$ cat src/rtl/sprite_rom_arbiter.sv
// Round-robin arbiter sharing one registered-read sprite ROM among N_REQ renderers, with optional grant lock.
// Latency: grant is combinational; rd_valid/rd_data arrive two cycles after the grant.
// Backpressure: none; requesters see gnt and retry by holding req, and one grant is issued every cycle with any req.
module sprite_rom_arbiter #(
  parameter int N_REQ      = 3,
  parameter int ADDR_WIDTH = 12,
  parameter int DATA_WIDTH = 12
) (
  input  logic                        clk,
  input  logic                        rst,
  input  logic [N_REQ-1:0]            req,
  input  logic [N_REQ-1:0]            lock,
  input  logic [N_REQ*ADDR_WIDTH-1:0] addr,
  output logic [N_REQ-1:0]            gnt,
  output logic                        rom_en,
  output logic [ADDR_WIDTH-1:0]       rom_addr,
  input  logic [DATA_WIDTH-1:0]       rom_dout,
  output logic [N_REQ-1:0]            rd_valid,
  output logic [DATA_WIDTH-1:0]       rd_data
);

  localparam int PTR_W = (N_REQ > 1) ? $clog2(N_REQ) : 1;

  typedef enum logic {
    ARB  = 1'b0,
    HOLD = 1'b1
  } state_t;

  state_t           state, nxt_state;
  logic [PTR_W-1:0] ptr, nxt_ptr;
  logic [PTR_W-1:0] owner, nxt_owner;
  logic [N_REQ-1:0] v1;

  // search scratch
  logic [N_REQ-1:0] search_mask;
  logic             do_search;
  logic             found;
  logic [PTR_W-1:0] win;
  logic [PTR_W-1:0] idx_p;

  // Arbitration state register.
  always_ff @(posedge clk) begin
    if (rst) begin
      state <= ARB;
      ptr   <= '0;
      owner <= '0;
    end else begin
      state <= nxt_state;
      ptr   <= nxt_ptr;
      owner <= nxt_owner;
    end
  end

  // Next-state and grant: held owner first, otherwise a rotating search starting at ptr.
  always_comb begin
    gnt         = '0;
    nxt_state   = state;
    nxt_ptr     = ptr;
    nxt_owner   = owner;
    search_mask = req;
    do_search   = 1'b0;
    found       = 1'b0;
    win         = '0;
    idx_p       = '0;

    if (!rst) begin
      case (state)
        ARB: begin
          do_search = 1'b1;
        end
        HOLD: begin
          if (req[owner]) begin
            // Owner keeps the port regardless of other requests; dropping lock makes this the last cycle.
            gnt[owner] = 1'b1;
            if (!lock[owner]) begin
              nxt_state = ARB;
            end
          end else begin
            // Owner released by dropping req: re-arbitrate among the others in this same cycle.
            do_search          = 1'b1;
            search_mask[owner] = 1'b0;
            nxt_state          = ARB;
          end
        end
        default: begin
          nxt_state = ARB;
        end
      endcase

      if (do_search) begin
        for (int k = 0; k < N_REQ; k++) begin
          int idx;
          idx = int'(ptr) + k;
          if (idx >= N_REQ) begin
            idx = idx - N_REQ;
          end
          idx_p = PTR_W'(idx);
          if (!found && search_mask[idx_p]) begin
            found = 1'b1;
            win   = idx_p;
          end
        end

        if (found) begin
          gnt[win]  = 1'b1;
          nxt_owner = win;
          nxt_ptr   = (win == PTR_W'(N_REQ - 1)) ? '0 : win + PTR_W'(1);
          nxt_state = lock[win] ? HOLD : ARB;
        end
      end
    end
  end

  // One-hot AND-OR address mux; zero when nothing is granted.
  always_comb begin
    rom_addr = '0;
    for (int i = 0; i < N_REQ; i++) begin
      rom_addr = rom_addr | ({ADDR_WIDTH{gnt[i]}} & addr[i*ADDR_WIDTH +: ADDR_WIDTH]);
    end
  end

  assign rom_en = |gnt;

  // Return pipeline: v1 tracks the ROM's registered read, stage 2 presents the word to its requester.
  // rd_data is zeroed when no read is returning, so a stale ROM output never shows up after reset.
  always_ff @(posedge clk) begin
    if (rst) begin
      v1       <= '0;
      rd_valid <= '0;
      rd_data  <= '0;
    end else begin
      v1       <= gnt;
      rd_valid <= v1;
      rd_data  <= (|v1) ? rom_dout : '0;
    end
  end

endmodule
$ cat config.mk
export PLATFORM = sky130hd
export DESIGN_NAME = sprite_rom_arbiter
export DESIGN_NICKNAME = d
export VERILOG_FILES = /design/src/rtl/sprite_rom_arbiter.sv
export SDC_FILE = /design/constraint.sdc
export NUM_CORES = 1
export LEC_CHECK = 0
export ABC_CLOCK_PERIOD_IN_PS = 3400
export BUFFER_PORTS_ARGS = -buffer_cell sky130_fd_sc_hd__buf_2
export CORE_MARGIN = 1.5
export CORE_UTILIZATION = 35
export CTS_CLUSTER_SIZE = 28
export DETAILED_ROUTE_END_ITERATION = 8
export PLACE_DENSITY_LB_ADDON = 0.12
export SYNTH_ARGS = -nofsm -noshare
export SYNTH_HDL_FRONTEND = slang
export SYNTH_SLANG_ARGS = --single-unit
$ cat constraint.sdc
create_clock -name clk -period 3.4 [get_ports clk]
set_input_delay 1.02 -clock clk [delete_from_list [all_inputs] [get_ports clk]]
set_output_delay 1.02 -clock clk [all_outputs]
set_load 0.01 [all_outputs]
# After elaboration in Yosys (flattened, before gate mapping)
# Cells that the tools add are included.
# totals
reg_bits,23
latch_bits,0
inputBits,56
n_memories,0
romBits,0
ramBits,0
elab_cells,101
# op_classes
div_mod_pow,0
n_mul,0
eq_ne,1
addsub,6
bitwise_logic,10
muxes,58
n_reduce_logical,10
shift,0
order_cmp,10
# ops
op,n
bitwise AND 12 bit,3
two-way mux 2 bit,15
two-way mux 3 bit,9
two-way mux 1 bit,25
OR 12 bit,2
less-than comparator 2 x 3 -> 1 bit (second input constant),5
binary-select mux 1 bit (select 2 bit),6
>= comparator 3 x 2 -> 1 bit (second input constant),2
OR reduction 3 bit,2
subtractor 2 bit (second input constant),3
demux 1 bit (select 2 bit),2
>= comparator 2 x 1 -> 1 bit (second input constant),2
logical AND 1 bit,4
adder 2 x 1 -> 3 bit (second input constant),1
adder 2 x 2 -> 3 bit (second input constant),1
bitwise AND 3 bit,1
NOT 3 bit,1
OR 3 bit,1
adder 2 x 1 -> 2 bit (second input constant),1
== test 2 bit (second input constant),1
>= comparator 2 bit (second input constant),1
logical NOT 1 bit,2
NOT 1 bit,2
one-hot mux 1 bit (2 select lines),1
2 further kinds,2

# Depth between registers and ports, before layout
# Gate-level depths: netlist of the first run.
# logic_depth
depth_word,35
depth_mapped,9
mapped_depth_nobuf,7

# Worst setup path before layout of the first run
# No wires, ideal clock.
# synth_timing
path_type,input to output
from,input port req[1]
to,output port rom_addr[10]
path_stages,6
t_arrival_ns,2.249
setup_slack_ns,0.131
required_ns,2.380
cell_sequence,or3_1 > a21oi_2 > o221ai_4 > buf_6 > a211oi_1 > a221o_1
# synth_between
elab_chain_cells,31
# synth_rtl
element,line_no,source
"start, declared",11,"input logic [N_REQ-1:0] req,"
binary-select mux 1 bit (select 2 bit),72,if (req[owner]) begin
two-way mux 1 bit (not written as such),72,
two-way mux 3 bit,72,
two-way mux 3 bit,67,case (state)
two-way mux 3 bit,66,if (!rst) begin
binary-select mux 1 bit (select 2 bit),98,if (!found && search_mask[idx_p]) begin
two-way mux 1 bit (not written as such),98,
two-way mux 1 bit,98,
(+15 left out),--,
demux 1 bit (select 2 bit),105,gnt[win] = 1'b1;
OR 3 bit (no source line),--,
two-way mux 3 bit,104,if (found) begin
two-way mux 3 bit (*),90,if (do_search) begin
two-way mux 3 bit (*),66,
bitwise AND 12 bit,118,rom_addr = rom_addr | ({ADDR_WIDTH{gnt[i]}} & addr[i*ADDR_WIDTH +: ADDR_WIDTH]);
OR 12 bit,118,
OR 12 bit (*),118,
"end, declared",16,"output logic [ADDR_WIDTH-1:0] rom_addr,"
# Every way passes the cells marked *; elsewhere a longest branch is shown, timed or not. The select of a mux whose other input is x is not followed.

# Worst setup path in the final report of the first run
# layout_timing
from,input port req[2]
to,output port rom_addr[9]
# Same word-level chain as after synthesis.

==> results of run 1 <==
[final cells by class]
type	count	area (um2)
Timing Repair Buffer	120	777
Sequential cell	23	460
Tap cell	48	60.1
Inverter	18	67.6
Fill cell	320	1400
Clock buffer	4	45.0
Multi-Input combinational cell	97	911
[power breakdown]
part	total, mW	leakage [nW]	switching, mW	internal (mW)
Clock	0.159	0.0228	0.0760	0.0833
Sequential	0.317	0.188	0.0168	0.300
Combinational	0.504	0.896	0.242	0.262
Total	0.980	1.11	0.335	0.645
[sequential cells by signal, summed over array words and instances (netlist names)]
name / cells
owner: 2
ptr: 2
rd_data: 12
rd_valid: 3
state: 1
v1: 3
[cell usage after synthesis (2+ instances only)]
master,instances,area [um2]
buf_6,6,67.6
a221o_1,12,120
mux2i_1,2,20.0
a211oi_1,10,75.1
nor3_1,4,20.0
nor2b_1,3,18.8
o21ai_0,4,20.0
nand3_1,2,10.0
buf_2,2,10.0
or3_1,3,18.8
a21oi_2,2,17.5
dfxtp_1,23,460
a21oi_4,2,32.5
nor2_1,5,18.8
a21oi_1,7,35.0
inv_1,18,67.6
ha_1,2,25.0
o211ai_1,2,15.0
a211oi_2,2,25.0
a21boi_0,2,15.0
a31oi_1,2,12.5
and2_1,12,75.1
[through the flow]
step	setup slack (ns)	util (%)	hold slack, ns	instance area, um2	total power, mW
floorplan	0.131	-	0.440	1380	0.570
global route	-0.155	62.5	0.484	2320	1.04
CTS	-0.136	61.6	0.465	2290	0.975
finish	-0.0966	62.5	0.462	2320	0.980
detailed placement	-0.181	53.0	0.449	1970	0.719
global placement	-0.178	53.0	0.450	1970	0.720
[kinds of logic (layout without fill, tap and decap cells)]
family                     count (synthesis)  after routing  share of synthesized area (%)
DFF                                       23             23                           33.4
buffers and inverters                     28            142                           11.3
and+or+nand+nor                           35             35                           15.0
AOI/OAI and AO/OA                         56             58                           37.1
adders and majority gates                  2              2                           1.81
muxes                                      2              2                           1.45
[per-layer routing]
metal / up-vias / share of wire, % / global-route usage (%)
met5: - / 0 / 0
met4: 0 / 0.85 / 2.08
met3: 4 / 7.4 / 3.92
met2: 68 / 49 / 34.0
met1: 721 / 43 / 21.6
li1: 775 / - / -
[worst max path at each step]
stage                     slack [ns]            to  depth (start not counted)
after global placement         -0.18        rom_en                          7
final                           -0.1   rom_addr[9]                          7
after global routing           -0.16   rom_addr[4]                          7
after detailed placement       -0.18   rom_addr[4]                          7
after CTS                      -0.14   rom_addr[4]                          7
after floorplan                 0.13  rom_addr[10]                          6
[timing repair]
item,in CTS,in global routing
buffers inserted,15,2
gates resized for setup,33,4
gates cloned,3,0
pin swaps,29,15
endpoints found under the setup margin,13,13
==> summary.md, run 1 <==
| Metric | Value |
|---|---|
| Status | `finished with violations` |
| Failing checks | `negative setup slack` |
| Max cap viols | `0` |
| Register area share after synthesis | `33.4%` |
| Final Max Tran Viols | `0` |
| I/O Buffers | `86` |
| Bufs on Longest Clock Path | `2` |
| Clock Sinks | `23` |
| Hold Path Cell Cnt | `1` |
| Synthesis Warnings | `0` |
| Distinct cells, synth | `41` |
| Initial antenna violation count | `0` |
| CTS tree | `yes` |
| Crit path max fanout | `8` |
| Dominant synthesized flop cell | `dfxtp_1` |
| CP Launch Type | `primary input` |
| WP buf/inv | `2` |
| Crit path cell chain | `buf_8, or3_4, a21oi_4, o221ai_4, a211oi_2, a221o_1, buf_2` |
| Layout Cells excl Fill | `310` |
| Synthesized flop and latch total | `23` |
| R2r startpoint | `ptr[0]` |
| Worst skew pair latency | `0.25 ns` |
| Final antenna-violating net count | `0` |
| Syn_area_per_cell | `9.45 um2` |
| Final worst setup slack | `-0.0966 ns` |
| Post-Route WL | `3980 um` |
| Most common cell after layout, fill and taps aside | `buf_2` |
| Grt ovf | `0` |
| Share of cells above drive strength 1 | `58.8%` |
| Count of nets after finishing | `about 320` |
| Hold path start | `v1[1]` |
| CP Class | `in2out` |
| Die area | `4330 um2` |
| Tcrit/Tclk final | `103%` |
| Pwr/cell area | `between 400 and 500 nW/um2` |
| Vias per Instance | `5.06` |
| GPL Wtd Cong | `0.813` |
| Via Count | `between 1500 and 2000` |
| Peak Freq | `between 200 and 300 MHz` |
| DP HPWL | `about 2700 um` |
| Hold_buf cts | `0` |
| Post-Syn Nets | `204` |
| Row cnt | `22` |
| Die width | `around 66 um` |
| # diodes | `0` |
| EDFF count, synth | `0` |
| Core Area | `3720 um2` |
| Max IR drop VDD | `between 0.15 and 0.2 mV` |
| RSZ-0062 raised after global routing | `yes` |
| Worst Setup End Kind | `output port` |
| Final Hold Fails | `0` |
| H-tree levels | `1` |
| Skew final | `about 0.0032 ns` |
| HP Class | `reg2reg` |
| WHS Endpoint | `rd_valid[1]` |
| Cell Area, Synth | `1380 um2` |
| Worst path max stage delay | `approximately 0.39 ns` |
| Area growth from synthesis to layout | `68.2%` |
| Gate Count Post-Synth | `around 150` |
| Num CTS Buffers | `3` |
| Largest net degree at the start of global routing | `15` |
| R2R cell count | `9` |
| Slew @ Worst Pin | `0.463 ns` |
| I/O pin cnt | `87` |
| Via count of the first global-routing pass | `roughly 1500` |
| R2R Setup Slk | `1.21 ns` |
| Global-route wire length before repair | `6250 um` |
| GR Util All Layers | `18.1%` |
| Chip height | `65.8 um` |
| Final setup fails | `13` |
| Data required time of the worst path | `between 2 and 2.5 ns` |
| Root buffer cell | `clkbuf_8` |
| Setup TNS | `-1.01 ns` |
| Critical path's top delay family | `compound AO/OA/AOI/OAI gates` |
| Post-layout minimum cycle time | `3.50 ns` |
| DR pass1 iterations | `4` |
| Most frequent cells in the layout | `83 x buf_2, 25 x buf_4, 23 x dfxtp_1` |
| Critical R2R Capture | `v1[0]` |
| P_leak | `around 1.1 nW` |
| Placed cell count | `between 200 and 300` |
| Crit path DAT | `2.48 ns` |
| Clock-pin slew on the worst setup and hold paths | `roughly 0.07 ns` |
| Slew headroom | `69.1%` |
| Critical path's slowest cell | `or3_4` |
| Drt drc | `0` |
| Wirelength per Cell | `12.9 um` |
| Starting DRT DRC Count | `60` |
| Setup crit start | `req[2]` |
| Asr flop ratio synth | `0%` |
| Initial Util | `37.1%` |
No activity file was read; power rests on OpenSTA's default activity.
==> run 2, diff against run 1 <==
Settings changed: PLACE_DENSITY set to 0.71, PLACE_DENSITY_LB_ADDON 0.12 to unset, SKIP_LAST_GASP set to 1.
==> summary.md, run 2 (same netlist as run 1, synthesis figures left out) <==
| Metric | Value |
|---|---|
| Status | `finished with violations` |
| Failing checks | `negative setup slack` |
| Post-layout minimum cycle time | `3.50 ns` |
| WHS Endpoint | `rd_valid[1]` |
| Slew @ Worst Pin | `0.378 ns` |
| Die width | `roughly 66 um` |
| CTS tree | `yes` |
| Switching part of the total power | `33.9%` |
| Final worst setup slack | `-0.101 ns` |
| Hold Path Cell Cnt | `1` |
| GPL Wtd Cong | `0.783` |
| Max cap viols | `0` |
| Clock-pin slew on the worst setup and hold paths | `approximately 0.080 ns` |
| Bufs on Longest Clock Path | `2` |
| Reg area | `460 um2` |
| DP HPWL | `2730 um` |
| P_leak | `~1.0 nW` |
| Core Area | `3720 um2` |
| # diodes | `0` |
| R2R cell count | `9` |
| Via Count | `1472` |
| Placed cell count | `287` |
| Hold_buf cts | `0` |
| Starting DRT DRC Count | `34` |
| Largest net degree at the start of global routing | `16` |
| Num CTS Buffers | `3` |
| Most flops, register | `rd_data` |
| Root buffer cell | `clkbuf_8` |
| Max IR drop VDD | `~0.17 mV` |
| Post-Route WL | `about 3700 um` |
| Final antenna-violating net count | `0` |
| I/O Buffers | `86` |
| Final Hold Fails | `0` |
| DR pass1 iterations | `4` |
| Internal power | `between 0.6 and 0.7 mW` |
| Die area | `4330 um2` |
| Final Max Tran Viols | `0` |
| Drt drc | `0` |
| Critical R2R Capture | `state` |
| Setup TNS | `-0.752 ns` |
| Reg power frac | `between 30 and 40%` |
| RSZ-0062 raised after global routing | `yes` |
| Crit path DAT | `between 2 and 2.5 ns` |
| R2R Setup Slk | `1.46 ns` |
| Most frequent cells in the layout | `83 x buf_2, 23 x dfxtp_1, 18 x inv_1` |
| Pwr/cell area | `roughly 430 nW/um2` |
| Chip height | `65.8 um` |
| Peak Freq | `286 MHz` |
| Area growth from synthesis to layout | `54.9%` |
| Hold path start | `v1[1]` |
| Grt ovf | `0` |
| Final setup fails | `13` |
| Largest register FFs | `12` |
| Psw | `0.312 mW` |
| Row cnt | `22` |
| Via count of the first global-routing pass | `1304` |
| Initial Util | `37.1%` |
| CP Launch Type | `primary input` |
| Data required time of the worst path | `~2.4 ns` |
| Area occupied by multi-input gates | `roughly 850 um2` |
| Worst Setup End Kind | `output port` |
| Number of fill cells | `339` |
| Clock Sinks | `23` |
| Layout Cells excl Fill | `294` |
| Combinational power share | `47.8%` |
| Share of cells above drive strength 1 | `55.7%` |
| Tcrit/Tclk final | `103%` |
| Most common cell after layout, fill and taps aside | `buf_2` |
| CP Class | `in2out` |
| GR Util All Layers | `~16%` |
| Wirelength per Cell | `12.6 um` |
| I/O pin cnt | `87` |
| Slew headroom | `74.8%` |
| Global-route wire length before repair | `5490 um` |
| Worst skew pair latency | `0.26 ns` |
| Crit path max fanout | `7` |
| H-tree levels | `1` |
| Biggest regs | `rd_data (12), rd_valid (3), v1 (3)` |
| HP Class | `reg2reg` |
| R2r startpoint | `ptr[0]` |
| Count of nets after finishing | `between 300 and 400` |
| Vias per Instance | `5.01` |
| Skew final | `0.00187 ns` |
| Initial antenna violation count | `0` |
| Post-Route Utilization | `57.5%` |
| Clock Power Share | `~18%` |
[run 2: cell count changes in the layout (fill, tap and decap cells not counted), sizes merged]
cell and change:
a21oi -1, buf -14, o221ai -1
[run 2: cell type report]
cell class | instances | share of cell area [%]
well taps | 48 | 2.81
inverters | 18 | 3.16
repair buffers | 106 | 30.6
flip-flops and latches | 23 | 21.5
clock buffers | 4 | 2.11
multi-input cells | 95 | 39.8
[run 2: critical path, stage by stage]
cell       delay (ns)
buf_8            0.11
or3_4            0.39
a21oi_4          0.17
o221ai_4         0.14
clkbuf_16        0.20
a211oi_2         0.18
a221o_1          0.15
buf_2            0.13
[run 2: power by group through the flow]
| stage | Sequential [mW] | Combinational, mW | Clock [mW] |
|---|---|---|---|
| 2_1_floorplan | 0.329 | 0.242 | 0 |
| 3_3_place_gp | 0.321 | 0.384 | 0 |
| 3_5_place_dp | 0.322 | 0.388 | 0 |
| 4_1_cts | 0.316 | 0.399 | 0.170 |
| 5_1_grt | 0.321 | 0.481 | 0.182 |
| 6_report | 0.318 | 0.440 | 0.164 |
[run 2: worst max-delay path by stage]
stage / from / to / slack (ns) / cells past startpoint
floorplan: req[1] / rom_addr[10] / 0.13 / 6
global placement: req[1] / rom_addr[11] / -0.13 / 8
detailed placement: req[1] / rom_addr[3] / -0.12 / 8
global route: req[1] / rom_addr[1] / -0.15 / 8
finish: req[1] / rom_addr[1] / -0.10 / 8
CTS: req[1] / rom_en / -0.08 / 8
[run 2: stage by stage]
step / worst slack [ns] / cell area, um2 / hold slack [ns] / power (mW)
floorplan: 0.131 / 1380 / 0.440 / 0.570
finish: -0.101 / 2140 / 0.469 / 0.921
global route: -0.146 / 2140 / 0.477 / 0.983
global placement: -0.125 / 1930 / 0.447 / 0.706
CTS: -0.0838 / 2010 / 0.461 / 0.885
detailed placement: -0.122 / 1930 / 0.450 / 0.710
[run 2: timing repair]
action / CTS / global route
pin swaps: 2 / 5
setup endpoints to repair: 13 / 14
cloned: 0 / 1
buffers inserted: 0 / 2
gates resized for setup: 7 / 16
[run 2: metal layers]
layer  vias up  track usage [%]  routed length (um)
met5         -                0                   0
met1       677             20.1                1640
met2        51             27.7                1810
met4         0             3.91                  13
met3         2             2.56                 228
li1        742                -                   -
